===== src/rtl/step_motion_controller_if.sv =====
// Move-command handshake between the command decoder (master) and the stepper
// sequencer (slave).
interface step_motion_controller_if #(
    parameter int unsigned CNT_W = 16,
    parameter int unsigned PER_W = 20
);
    logic             cmd_valid;
    logic             cmd_ready;
    logic             cmd_dir;
    logic [CNT_W-1:0] cmd_steps;
    logic [PER_W-1:0] cmd_period;

    modport master (
        output cmd_valid,
        output cmd_dir,
        output cmd_steps,
        output cmd_period,
        input  cmd_ready
    );

    modport slave (
        input  cmd_valid,
        input  cmd_dir,
        input  cmd_steps,
        input  cmd_period,
        output cmd_ready
    );
endinterface


===== src/rtl/step_motion_controller.sv =====
// Half-step sequencer for a 4-phase unipolar stepper: runs counted, abortable
// moves and drives the coil pattern from registered state.
module step_motion_controller #(
    parameter int unsigned CNT_W      = 16,
    parameter int unsigned PER_W      = 20,
    parameter int unsigned MIN_PERIOD = 1000
) (
    input  logic                     saatDarbesi,
    input  logic                     rst,
    step_motion_controller_if.slave  cmd,
    input  logic                     abort,
    input  logic                     release_en,
    output logic [3:0]               motorCikis,
    output logic                     busy,
    output logic                     done,
    output logic                     aborted,
    output logic [2:0]               phase_idx
);

    localparam logic [1:0] StIdle = 2'd0;
    localparam logic [1:0] StRun  = 2'd1;
    localparam logic [1:0] StDone = 2'd2;

    localparam logic [PER_W-1:0] MinPer = PER_W'(MIN_PERIOD);
    localparam logic [PER_W-1:0] OnePer = PER_W'(1);
    localparam logic [CNT_W-1:0] OneCnt = CNT_W'(1);

    logic [1:0]       stateQ, stateD;
    logic [2:0]       idxQ, idxD;
    logic [CNT_W-1:0] remainingQ, remainingD;
    logic [PER_W-1:0] timerQ, timerD;
    logic [PER_W-1:0] perQ, perD;
    logic             dirQ, dirD;
    logic             readyQ;
    logic             abortHit;
    logic [3:0]       coilD;

    function automatic logic [3:0] phaseTable(input logic [2:0] i);
        case (i)
            3'd0:    phaseTable = 4'b0001;
            3'd1:    phaseTable = 4'b0011;
            3'd2:    phaseTable = 4'b0010;
            3'd3:    phaseTable = 4'b0110;
            3'd4:    phaseTable = 4'b0100;
            3'd5:    phaseTable = 4'b1100;
            3'd6:    phaseTable = 4'b1000;
            default: phaseTable = 4'b1001;
        endcase
    endfunction

    always_comb begin
        stateD     = stateQ;
        idxD       = idxQ;
        remainingD = remainingQ;
        timerD     = timerQ;
        perD       = perQ;
        dirD       = dirQ;
        abortHit   = 1'b0;
        case (stateQ)
            StIdle: begin
                if (cmd.cmd_valid && readyQ) begin
                    dirD       = cmd.cmd_dir;
                    remainingD = cmd.cmd_steps;
                    perD       = (cmd.cmd_period < MinPer) ? MinPer : cmd.cmd_period;
                    timerD     = '0;
                    stateD     = (cmd.cmd_steps == '0) ? StDone : StRun;
                end
            end
            StRun: begin
                // Abort wins over a step that would otherwise land on this edge.
                if (abort) begin
                    stateD   = StDone;
                    abortHit = 1'b1;
                end else if (timerQ == perQ - OnePer) begin
                    timerD = '0;
                    idxD   = dirQ ? idxQ + 3'd1 : idxQ - 3'd1;
                    if (remainingQ != '0) begin
                        remainingD = remainingQ - OneCnt;
                    end
                    if (remainingQ == OneCnt) begin
                        stateD = StDone;
                    end
                end else begin
                    timerD = timerQ + OnePer;
                end
            end
            StDone:  stateD = StIdle;
            default: stateD = StIdle;
        endcase
        coilD = (stateD == StIdle && release_en) ? 4'b0000 : phaseTable(idxD);
    end

    always_ff @(posedge saatDarbesi or posedge rst) begin
        if (rst) begin
            stateQ     <= StIdle;
            idxQ       <= '0;
            remainingQ <= '0;
            timerQ     <= '0;
            perQ       <= MinPer;
            dirQ       <= 1'b0;
            readyQ     <= 1'b0;
            motorCikis <= 4'b0000;
            busy       <= 1'b0;
            done       <= 1'b0;
            aborted    <= 1'b0;
        end else begin
            stateQ     <= stateD;
            idxQ       <= idxD;
            remainingQ <= remainingD;
            timerQ     <= timerD;
            perQ       <= perD;
            dirQ       <= dirD;
            readyQ     <= (stateD == StIdle);
            motorCikis <= coilD;
            busy       <= (stateD == StRun);
            done       <= (stateD == StDone);
            aborted    <= abortHit;
        end
    end

    assign cmd.cmd_ready = readyQ;
    assign phase_idx     = idxQ;

endmodule


===== src/flat_wrapper.sv =====
// flat-port wrapper written by rule: the top's interface ports become plain ports
module step_motion_controller_flat 
#(
    parameter int unsigned CNT_W      = 16,
    parameter int unsigned PER_W      = 20,
    parameter int unsigned MIN_PERIOD = 1000
)
  (saatDarbesi, rst, abort, release_en, motorCikis, busy, done, aborted, phase_idx, cmd_cmd_valid, cmd_cmd_dir, cmd_cmd_steps, cmd_cmd_period, cmd_cmd_ready);
  step_motion_controller_if #(.CNT_W(CNT_W), .PER_W(PER_W)) cmd_i ();
  input  logic saatDarbesi;
  input  logic rst;
  input  logic abort;
  input  logic release_en;
  output logic [3:0] motorCikis;
  output logic busy;
  output logic done;
  output logic aborted;
  output logic [2:0] phase_idx;
  input wire logic [$bits(cmd_i.cmd_valid)-1:0] cmd_cmd_valid;
  input wire logic [$bits(cmd_i.cmd_dir)-1:0] cmd_cmd_dir;
  input wire logic [$bits(cmd_i.cmd_steps)-1:0] cmd_cmd_steps;
  input wire logic [$bits(cmd_i.cmd_period)-1:0] cmd_cmd_period;
  output wire logic [$bits(cmd_i.cmd_ready)-1:0] cmd_cmd_ready;
  assign cmd_i.cmd_valid = cmd_cmd_valid;
  assign cmd_i.cmd_dir = cmd_cmd_dir;
  assign cmd_i.cmd_steps = cmd_cmd_steps;
  assign cmd_i.cmd_period = cmd_cmd_period;
  assign cmd_cmd_ready = cmd_i.cmd_ready;
  step_motion_controller #(.CNT_W(CNT_W), .PER_W(PER_W), .MIN_PERIOD(MIN_PERIOD)) u_core (.saatDarbesi(saatDarbesi), .rst(rst), .cmd(cmd_i), .abort(abort), .release_en(release_en), .motorCikis(motorCikis), .busy(busy), .done(done), .aborted(aborted), .phase_idx(phase_idx));
endmodule

===== config.mk =====
export PLATFORM = sky130hd
export DESIGN_NAME = step_motion_controller_flat
export DESIGN_NICKNAME = d
export VERILOG_FILES = /design/src/rtl/step_motion_controller_if.sv /design/src/rtl/step_motion_controller.sv /design/src/flat_wrapper.sv
export SDC_FILE = /design/constraint.sdc
export NUM_CORES = 1
export LEC_CHECK = 0
export BUFFER_PORTS_ARGS = -buffer_cell sky130_fd_sc_hd__buf_2
export CORE_MARGIN = 10
export CORE_UTILIZATION = 64
export DETAILED_ROUTE_END_ITERATION = 7
export PLACE_DENSITY = 0.86
export SETUP_SLACK_MARGIN = 0.15
export SLEW_MARGIN = 10
export SYNTH_ARGS = -nofsm -noshare
export SYNTH_HDL_FRONTEND = slang
export SYNTH_SLANG_ARGS = --single-unit

===== constraint.sdc =====
create_clock -name saatDarbesi -period 5.98 [get_ports saatDarbesi]
set_input_delay 1.196 -clock saatDarbesi [delete_from_list [all_inputs] [get_ports saatDarbesi]]
set_output_delay 1.196 -clock saatDarbesi [all_outputs]
set_load 0.02 [all_outputs]

==> impl_metrics.tcl <==
set metrics [dict create \
    leakage_nw 2.15 \
    cpPeakStageDelay_ns 0.73 \
    final_core_util 0.727 \
    grt_pass1_wl_um 20300 \
    hold_viol 0 \
    die_y_um 104 \
    setup_slack_ns 1.95 \
    crit_family "compound AO/OA/AOI/OAI gates" \
    grt_max_degree 71 \
    place_inst 642 \
    initial_core_util 0.660 \
    nFillCells 548 \
    ios 53 \
    wl_um 11600 \
    grt_pass1_vias 4186 \
    hold_ws_ns 0.527 \
    syn_inst 521 \
    p_per_area_nw_per_um2 429 \
    drv_cap 0 \
    critPathSlowestCell "o21ai_1" \
    grtUsageTotal 0.218 \
    routabilityCongestion 0.881 \
    crit_required_ns 6.18 \
    rows 30 \
    slew_viol_final 0 \
    outcome "complete, no violations" \
    finalCritPeriodShare 0.673 \
    synth_top_cell_by_area "dfrtp_1" \
    drive_gt1_frac 0.175 \
    fin_nets 604 \
    htreeDepth 3 \
    cts_resized 0 \
    rsz0062_at_grt "no" \
    ys_seq_elements 70 \
    fmax_mhz 248 \
    syn_area_um2 4510 \
    vdd_ir_drop_max_mv 0.226 \
    portBuffers 52 \
    period_needed_ns 4.03 \
    async_flop_share 1.00 \
    detailed_place_hpwl_um 8190 \
    cts_sinks 70 \
    finalSetupTns_ns 0 \
    start_kind "flop" \
    avgSynthCellArea_um2 8.66 \
    yosysTopAreaCellShare 0.355 \
    die_area_um2 10800 \
    clkTransAtPathRegs_ns 0.08 \
    ys_seq_area_frac 0.390 \
    antenna_cells 0 \
    path_class "flop to flop" \
    final_cells 657 \
    syn_nets 568 \
    grt_antenna_before_repair 0 \
    cts_setup_buffers 0 \
    finalSetupViolations 0 \
    syn_to_final_growth_pct 10.0 \
    cp_common_cell "o21ai_1" \
    clock_skew_ns 0.0100 \
    cts-root-buf "clkbuf_8" \
    drt-initial-drc-count 420 \
    ys.flop_type "dfrtp_1" \
    hold_path_class "flop to flop" \
    clk_latency_ns 0.36 \
    dieWidth_um 104 \
    path_cells "nor3_2 > nand4_1 > or3_1 > a32o_1 > o21ai_1 > a31oi_2 > o21ai_0 > o21ai_1" \
    p_total_mw 2.13 \
    stdcell_area_um2 4960 \
    yosys_warnings 0 \
    place_area_um2 4780 \
    vias 4269 \
    relSlewSlack 0.249 \
    core_area_um2 6830 \
    place_ws_ns 2.06 \
    cp.arrival_ns 4.23 \
    end_kind "flop" \
    numCtsBuffers 9 \
    cts_tree "done" \
    synth_area_leaders "dfrtp_1, nand2_1, o21ai_0" \
    viasPerCell 6.50 \
    first_pass_iters 5 \
    crit_fanout 22 \
    ctsLongestPathBuffers 2 \
    synth_edf_count 0 \
    drtAntennaViolNets 0 \
    grt_overflow_total 0 \
    wl_per_cell_um 17.6 \
    drc_errors 0 \
    path_buf_inv 0 \
    tightest_slew_ns 1.13 \
    cts.hold.buffers_added 0 \
    ys_types 70 \
]
-- logic make-up after synthesis --
kind of cell,count (synthesis),synth area share
mux,4,0.00971
buf+inv,45,0.0441
simple gates,236,0.281
xor+xnor,28,0.0574
fa+ha+maj,5,0.0155
compound gates,133,0.203
flops,70,0.390
-- path summary, 6_finish.rpt --
kind / from / end / slack [ns] / cells past startpoint
worst max-delay path: u_core.perQ[2]$_DFFE_PP0P_ / u_core.remainingQ[3]$_DFFE_PP0P_ / 1.95 / 8
worst min-delay path: u_core.perQ[7]$_DFFE_PP1P_ / u_core.perQ[7]$_DFFE_PP1P_ / 0.53 / 2
worst max register to register: u_core.perQ[2]$_DFFE_PP0P_ / u_core.remainingQ[3]$_DFFE_PP0P_ / 1.95 / 8
worst min register to register: u_core.perQ[7]$_DFFE_PP1P_ / u_core.perQ[7]$_DFFE_PP1P_ / 0.53 / 2
max in group asynchronous: rst / u_core.perQ[19]$_DFFE_PP0P_ / 4.31 / 3
min in group asynchronous: rst / u_core.motorCikis[0]$_DFF_PP0_ / 1.11 / 3
-- worst min-delay path, cell delays in order (launching register included) --
cell,delay [ns]
dfstp_2,0.42
nand2_1,0.07
nand2_1,0.04
-- registers in the layout, indices dropped and copies added, names as in the netlist --
name	count
u_core.remainingQ	16
u_core.busy	1
u_core.perQ	20
u_core.phase_idx	3
u_core.done	1
u_core.stateQ	2
u_core.aborted	1
u_core.timerQ	20
u_core.dirQ	1
u_core.motorCikis	4
u_core.cmd.cmd_ready	1
-- power by group --
part	internal, mW	switching (mW)	total [mW]
Combinational	0.358	0.538	0.896
Sequential	0.636	0.216	0.853
Clock	0.200	0.180	0.380
Total	1.19	0.934	2.13
-- Yosys cell counts, drive strengths merged, types with 4 or more instances --
cell / number
and4: 8
a41oi: 5
nand2: 77
and2: 6
o211ai: 7
nor3: 16
nand2b: 10
xor2: 10
inv: 14
dfrtp: 64
nor4: 15
or3: 6
dfstp: 6
a31oi: 12
buf: 15
o21ai: 38
clkbuf: 16
and3: 16
or4: 4
xnor2: 17
nor2: 40
o221ai: 9
a211oi: 10
nand3: 17
nand4: 10
ha: 4
a21oi: 22
-- layout make-up --
type,instances,area (µm²),area share
multi-input cells,406,2550,0.514
flip-flops and latches,70,1760,0.354
repair buffers,56,290,0.0585
clock buffers,11,141,0.0285
well taps,96,120,0.0242
inverters,14,52.6,0.0106
clock inverters,4,47.5,0.00958
-- placed cells by master, fill, tap and decap left out, drive strengths merged, types with 6 or more instances in the layout --
cell type and count:
o21ai 38, nor2 40, nand2 77, dfstp 6, xor2 10, buf 56
clkbuf 11, dfrtp 64, nor4 15, a21oi 22, nand2b 10, inv 14
nand4 10, a31oi 12, o221ai 9, a211oi 10, o211ai 7, or3 6
and3 16, and2 6, nor3 16, xnor2 17, and4 8, nand3 17
-- metal layers --
layer  wire length, µm  track usage  up-vias
met5                 0            0        -
met2              5590        0.345      185
li1                  -            -     1997
met1              5030        0.289     2064
met4               242       0.0934        0
met3               714       0.0341       23
Note: power is estimated with default switching activity, not from simulation.
